===== config.mk =====
export PLATFORM = sky130hd
export DESIGN_NAME = muldiv_seq_ctrl
export DESIGN_NICKNAME = d
export VERILOG_FILES = /design/src/rtl/muldiv_seq_ctrl.sv
export SDC_FILE = /design/constraint.sdc
export NUM_CORES = 1
export LEC_CHECK = 0
export CAP_MARGIN = 20
export CORE_MARGIN = 4
export CORE_UTILIZATION = 35
export CTS_BUF_LIST = sky130_fd_sc_hd__clkbuf_2
export DETAILED_ROUTE_END_ITERATION = 10
export PLACE_DENSITY_LB_ADDON = 0.05
export SYNTH_ARGS = -nofsm -noshare
export SYNTH_HDL_FRONTEND = slang
export SYNTH_SLANG_ARGS = --single-unit

===== constraint.sdc =====
create_clock -name clk -period 2.85 [get_ports clk]
set_input_delay 0.57 -clock clk [delete_from_list [all_inputs] [get_ports clk]]
set_output_delay 0.57 -clock clk [all_outputs]
set_load 0.05 [all_outputs]

===== src/rtl/muldiv_seq_ctrl.sv =====
// Sequential unsigned multiply (shift-add) / divide (restoring) engine with a start/busy/done handshake.
// Result after WIDTH+1 cycles (1 cycle for divide-by-zero); start is accepted only in IDLE, with no queueing.
module muldiv_seq_ctrl #(
    parameter int WIDTH = 8,
    parameter int CW    = $clog2(WIDTH)
) (
    input  logic             clk,
    input  logic             reset,
    input  logic             start,
    input  logic             op_div,
    input  logic             abort,
    input  logic [WIDTH-1:0] a,
    input  logic [WIDTH-1:0] b,
    output logic             busy,
    output logic             done,
    output logic             div_by_zero,
    output logic [WIDTH-1:0] result_lo,
    output logic [WIDTH-1:0] result_hi,
    output logic [CW-1:0]    step_q
);

    typedef enum logic [1:0] {S_IDLE, S_CALC, S_DONE} state_t;

    state_t           r_state;
    logic [WIDTH-1:0] r_acc;
    logic [WIDTH-1:0] r_mq;
    logic [WIDTH-1:0] r_opb;
    logic             r_op_div;
    logic [CW-1:0]    r_step;
    logic             r_busy;
    logic             r_done;
    logic             r_dbz;
    logic [WIDTH-1:0] r_res_lo;
    logic [WIDTH-1:0] r_res_hi;

    logic [WIDTH:0]   w_sum;
    logic [WIDTH:0]   w_rem_sh;
    logic [1:0]       w_diff_hi;
    logic [WIDTH-1:0] w_diff_lo;
    logic             w_q_bit;
    logic [WIDTH-1:0] w_acc_nx;
    logic [WIDTH-1:0] w_mq_nx;

    // A non-negative difference is always below the divisor, so its top two bits are zero.
    always_comb begin
        w_sum                  = {1'b0, r_acc} + (r_mq[0] ? {1'b0, r_opb} : '0);
        w_rem_sh               = {r_acc, r_mq[WIDTH-1]};
        {w_diff_hi, w_diff_lo} = {1'b0, w_rem_sh} - {2'b00, r_opb};
        w_q_bit                = (w_diff_hi == 2'b00);
        if (r_op_div) begin
            w_acc_nx = w_q_bit ? w_diff_lo : w_rem_sh[WIDTH-1:0];
            w_mq_nx  = {r_mq[WIDTH-2:0], w_q_bit};
        end else begin
            w_acc_nx = w_sum[WIDTH:1];
            w_mq_nx  = {w_sum[0], r_mq[WIDTH-1:1]};
        end
    end

    always_ff @(posedge clk) begin
        if (reset) begin
            r_state  <= S_IDLE;
            r_acc    <= '0;
            r_mq     <= '0;
            r_opb    <= '0;
            r_op_div <= 1'b0;
            r_step   <= '0;
            r_busy   <= 1'b0;
            r_done   <= 1'b0;
            r_dbz    <= 1'b0;
            r_res_lo <= '0;
            r_res_hi <= '0;
        end else begin
            case (r_state)
                S_IDLE: begin
                    if (start) begin
                        if (op_div && (b == '0)) begin
                            r_res_lo <= '1;
                            r_res_hi <= a;
                            r_dbz    <= 1'b1;
                            r_done   <= 1'b1;
                            r_state  <= S_DONE;
                        end else begin
                            r_acc    <= '0;
                            r_mq     <= a;
                            r_opb    <= b;
                            r_op_div <= op_div;
                            r_step   <= CW'(WIDTH - 1);
                            r_busy   <= 1'b1;
                            r_state  <= S_CALC;
                        end
                    end
                end
                S_CALC: begin
                    if (abort) begin
                        r_step  <= '0;
                        r_busy  <= 1'b0;
                        r_state <= S_IDLE;
                    end else if (r_step == '0) begin
                        r_res_hi <= w_acc_nx;
                        r_res_lo <= w_mq_nx;
                        r_dbz    <= 1'b0;
                        r_busy   <= 1'b0;
                        r_done   <= 1'b1;
                        r_state  <= S_DONE;
                    end else begin
                        r_acc  <= w_acc_nx;
                        r_mq   <= w_mq_nx;
                        r_step <= r_step - 1'b1;
                    end
                end
                S_DONE: begin
                    r_done  <= 1'b0;
                    r_state <= S_IDLE;
                end
                default: begin
                    r_busy  <= 1'b0;
                    r_done  <= 1'b0;
                    r_state <= S_IDLE;
                end
            endcase
        end
    end

    assign busy        = r_busy;
    assign done        = r_done;
    assign div_by_zero = r_dbz;
    assign result_lo   = r_res_lo;
    assign result_hi   = r_res_hi;
    assign step_q      = r_step;

endmodule


==> results.txt <==
The flow ran to the end, and the final reports show no timing, DRC or antenna violations. The net count of the mapped netlist is 430, and the worst max-slew margin expressed relative to the limit is 0.361. The tree built by TritonCTS fans out to 49 sinks.

The worst setup margin is 0.248 ns. The vias after detailed routing was 3049; the horizontal extent of the die was 103 microns. Setup repair after global routing left no endpoint under its margin. The leakage power of the design came out at 1.53 nW. The synthesized area divided by synthesized cell count was 8.19 sq um. The first routing iteration left 128 violations. The clock arrives with 0.0386 ns of skew. The number of vias per cell after detailed routing came out at 5.60.

On the critical path, the stage with the largest delay is an instance of sky130_fd_sc_hd__dfxtp_1. The tools report the arrival time of data at the critical path endpoint as 2.96 ns. Summed over all layers, the global routing overflow is 0.

Type of the worst setup path: reg -> reg. The post-synthesis register bit count is 49. Traced cell by cell, the critical path runs through inv_1 -> ha_1 -> inv_1 -> fa_1 -> nand3_1 -> a21o_1 -> a211oi_4 -> buf_4 -> nand3_1 -> a31o_1 -> a311oi_1. The worst setup path is captured at a flip-flop. At the end of routability-driven placement, the weighted congestion stood at 0.916. The worst register-to-register path has a depth of 11. The detail route stage leaves a number of antenna-violating nets equal to 0. The length of the first detailed-routing pass in iterations was 4; the placed wire-length estimate was 7120 microns. Compared with the post-synthesis result, the final layout area differs by 21.9%. Pin placement for this block handled 43 I/O pins. Overall power consumption after layout is estimated at 1.63 mW. Global-route wire length before repair: 14800 microns.

The logs give 0 for the number of hold violations in the final report and 0.42 ns for the source-to-sink clock delay at the later pin of the worst-skew pair. The final period utilization is 0.913, and the cell count after synthesis is 389. The tool flagged a number of max-cap violations equal to 0.

The share of final-layout standard cells stronger than drive strength 1 works out to 0.110. The number of nets in the final layout is 477, and the largest net degree at the start of global routing is 33. The overall global routing resource usage came out at 0.177.

The logs give 9270 microns for the total length of routed wires and 0.0107 sq mm for the floorplan die area. The tightest min-delay check is of the reg -> reg type. Dividing total power by cell area gives a power density of 420 mW/mm^2. The tree is rooted in a sky130_fd_sc_hd__clkbuf_2. In this run the number of H-tree levels came out at 2. The starting utilization of the core area is 0.362.

The chip height works out to 103 microns. Hold timing on the final database bottoms out at a slack of 0.514 ns. The cell area that synthesis handed to floorplanning was 0.00318 sq mm.

Most frequently used flop master after synthesis: sky130_fd_sc_hd__dfxtp_1. Setup violations remaining at the end of the flow were counted as 0. Across the VDD grid, the largest voltage drop is 0.164 mV.

The critical path ends at result_hi[2]. The distinct cell type count after synthesis was 64. Async set-or-reset flop fraction in the synthesized netlist: 0. For the maximum operating frequency, the log shows 384 MHz. The count of non-filler cells in the finished layout is 544. Counting I/O delays and the setup requirement, the final critical path takes 2.60 ns.

The via count of the first global-routing pass was 2866; the CTS buffer count was 5. The register area share after synthesis was 0.308; the number of cells after detailed placement was 537. No sink is reached through more buffers than the 2 on the longest clock path. The initial antenna violation count was 0. The tools report the launching element of the worst setup path as r_mq[7]. The critical path's largest stage delay works out to 0.46 ns. The logs give 0 for the count of final max-slew check failures and 0.25 ns for the reg-to-reg setup timing slack.

The run gives 0 as the remaining design rule violation count. For the setup slack after placement, the log shows 0.203 ns. In this run the worst path has a maximum fanout of 6. For this run, the number of Yosys warnings is 0. The setup TNS came out at 0 ns. The type of element launching the critical path was a flip-flop.

Post-CTS timing repair inserted 0 buffers for setup. Counting flops with a built-in enable in the synthesized netlist gives 0. During placement, the flow inserted port buffers numbering 42.

Core region area: 0.00881 sq mm. Clock-pin slew on the worst setup and hold paths: 0.26 ns. Worst reg2reg path startpoint: r_mq[7].

Leaving out fill and tap cells, the most frequent cells in the layout are 48 x sky130_fd_sc_hd__nor2_1, 48 x sky130_fd_sc_hd__dfxtp_1, 42 x sky130_fd_sc_hd__clkdlybuf4s50_1. The logs give 0 for the diode insertion count for antenna repair and 3.21 ns for the data required time of the worst path. For the pin with the worst max-slew slack, the measured transition is 0.954 ns.

The initialized floorplan defines 34 standard-cell rows. TritonCTS built the clock tree. Dividing the detail-routed wire length by the instance count gives 17.0 microns. The capture point of the worst reg-to-reg path was result_hi[2].
[metrics by stage]
| stage | instance area, sq um | util |
|---|---|---|
| CTS | 3880 | 0.440 |
| global route | 3880 | 0.441 |
| floorplan | 3180 | - |
| global placement | 3820 | 0.433 |
| detailed placement | 3820 | 0.433 |
| finish | 3880 | 0.441 |
[cells in the mapped netlist, drive strengths merged, types with 11 or more instances]
cell	number	area share
clkbuf	16	0.019
nor2	49	0.059
a21oi	19	0.030
nand2	20	0.024
inv	18	0.021
nand3	13	0.020
ha	18	0.071
a211oi	20	0.054
dfxtp	49	0.31
nor3	11	0.017
mux2i	22	0.069
o21ai	27	0.042
[logic make-up (layout without fill, tap and decap cells)]
kind of cell / after synthesis / after routing / synth area share
AOI/OAI and AO/OA: 120 / 120 / 0.273
xor gates and xnor gates: 5 / 5 / 0.0138
adders and majority gates: 20 / 20 / 0.0833
buffers and inverters: 40 / 87 / 0.0499
DFF: 49 / 49 / 0.308
muxes: 23 / 23 / 0.0727
and+or+nand+nor: 132 / 132 / 0.200
[per-layer routing]
layer	part of all wire	global-route usage	vias to the layer above
met3	0.049	0.0282	8
met2	0.46	0.277	75
met4	0.016	0.0448	0
met5	0	0	-
met1	0.48	0.253	1432
li1	-	-	1534
[repair_timing]
action / CTS / global route
resized for setup: 0 / 3
setup endpoints to repair: 0 / 9
hold buffers: 0 / 0
endpoints found under the hold margin: 0 / 0
[critical path, delay by kind of cell, from the launching register on]
kind	cells	cell delay (ns)
buf+inv	3	0.34
simple gates	2	0.25
fa+ha+maj	2	0.42
compound gates	4	1.08
flops	1	0.46
[where the power goes]
| part | internal (mW) | switching (mW) | leakage, nW | total [mW] |
|---|---|---|---|---|
| Sequential | 0.724 | 0.0331 | 0.400 | 0.758 |
| Combinational | 0.206 | 0.306 | 1.09 | 0.511 |
| Clock | 0.143 | 0.221 | 0.0388 | 0.364 |
| Total | 1.07 | 0.560 | 1.53 | 1.63 |
[registers in the layout, indices dropped and copies added (netlist names)]
signal,flops
r_opb,8
step_q,3
r_mq,8
div_by_zero,1
r_state,2
r_op_div,1
busy,1
result_hi,8
done,1
r_acc,8
result_lo,8
[final cells by class]
cell class	instances	area (sq um)
fillers	911	4920
multi-input cells	300	2050
flip-flops and latches	49	982
well taps	108	135
clock inverters	2	35.0
inverters	18	67.6
repair buffers	62	583
clock buffers	5	25.0
[worst min-delay path by stage]
stage | start | end | depth (start not counted)
finish | div_by_zero | div_by_zero | 2
global route | div_by_zero | div_by_zero | 2
CTS | div_by_zero | div_by_zero | 2
detailed placement | busy | busy | 2
global placement | div_by_zero | div_by_zero | 2
floorplan | r_opb[1] | r_opb[1] | 2
(Power assumes the default switching activity.)
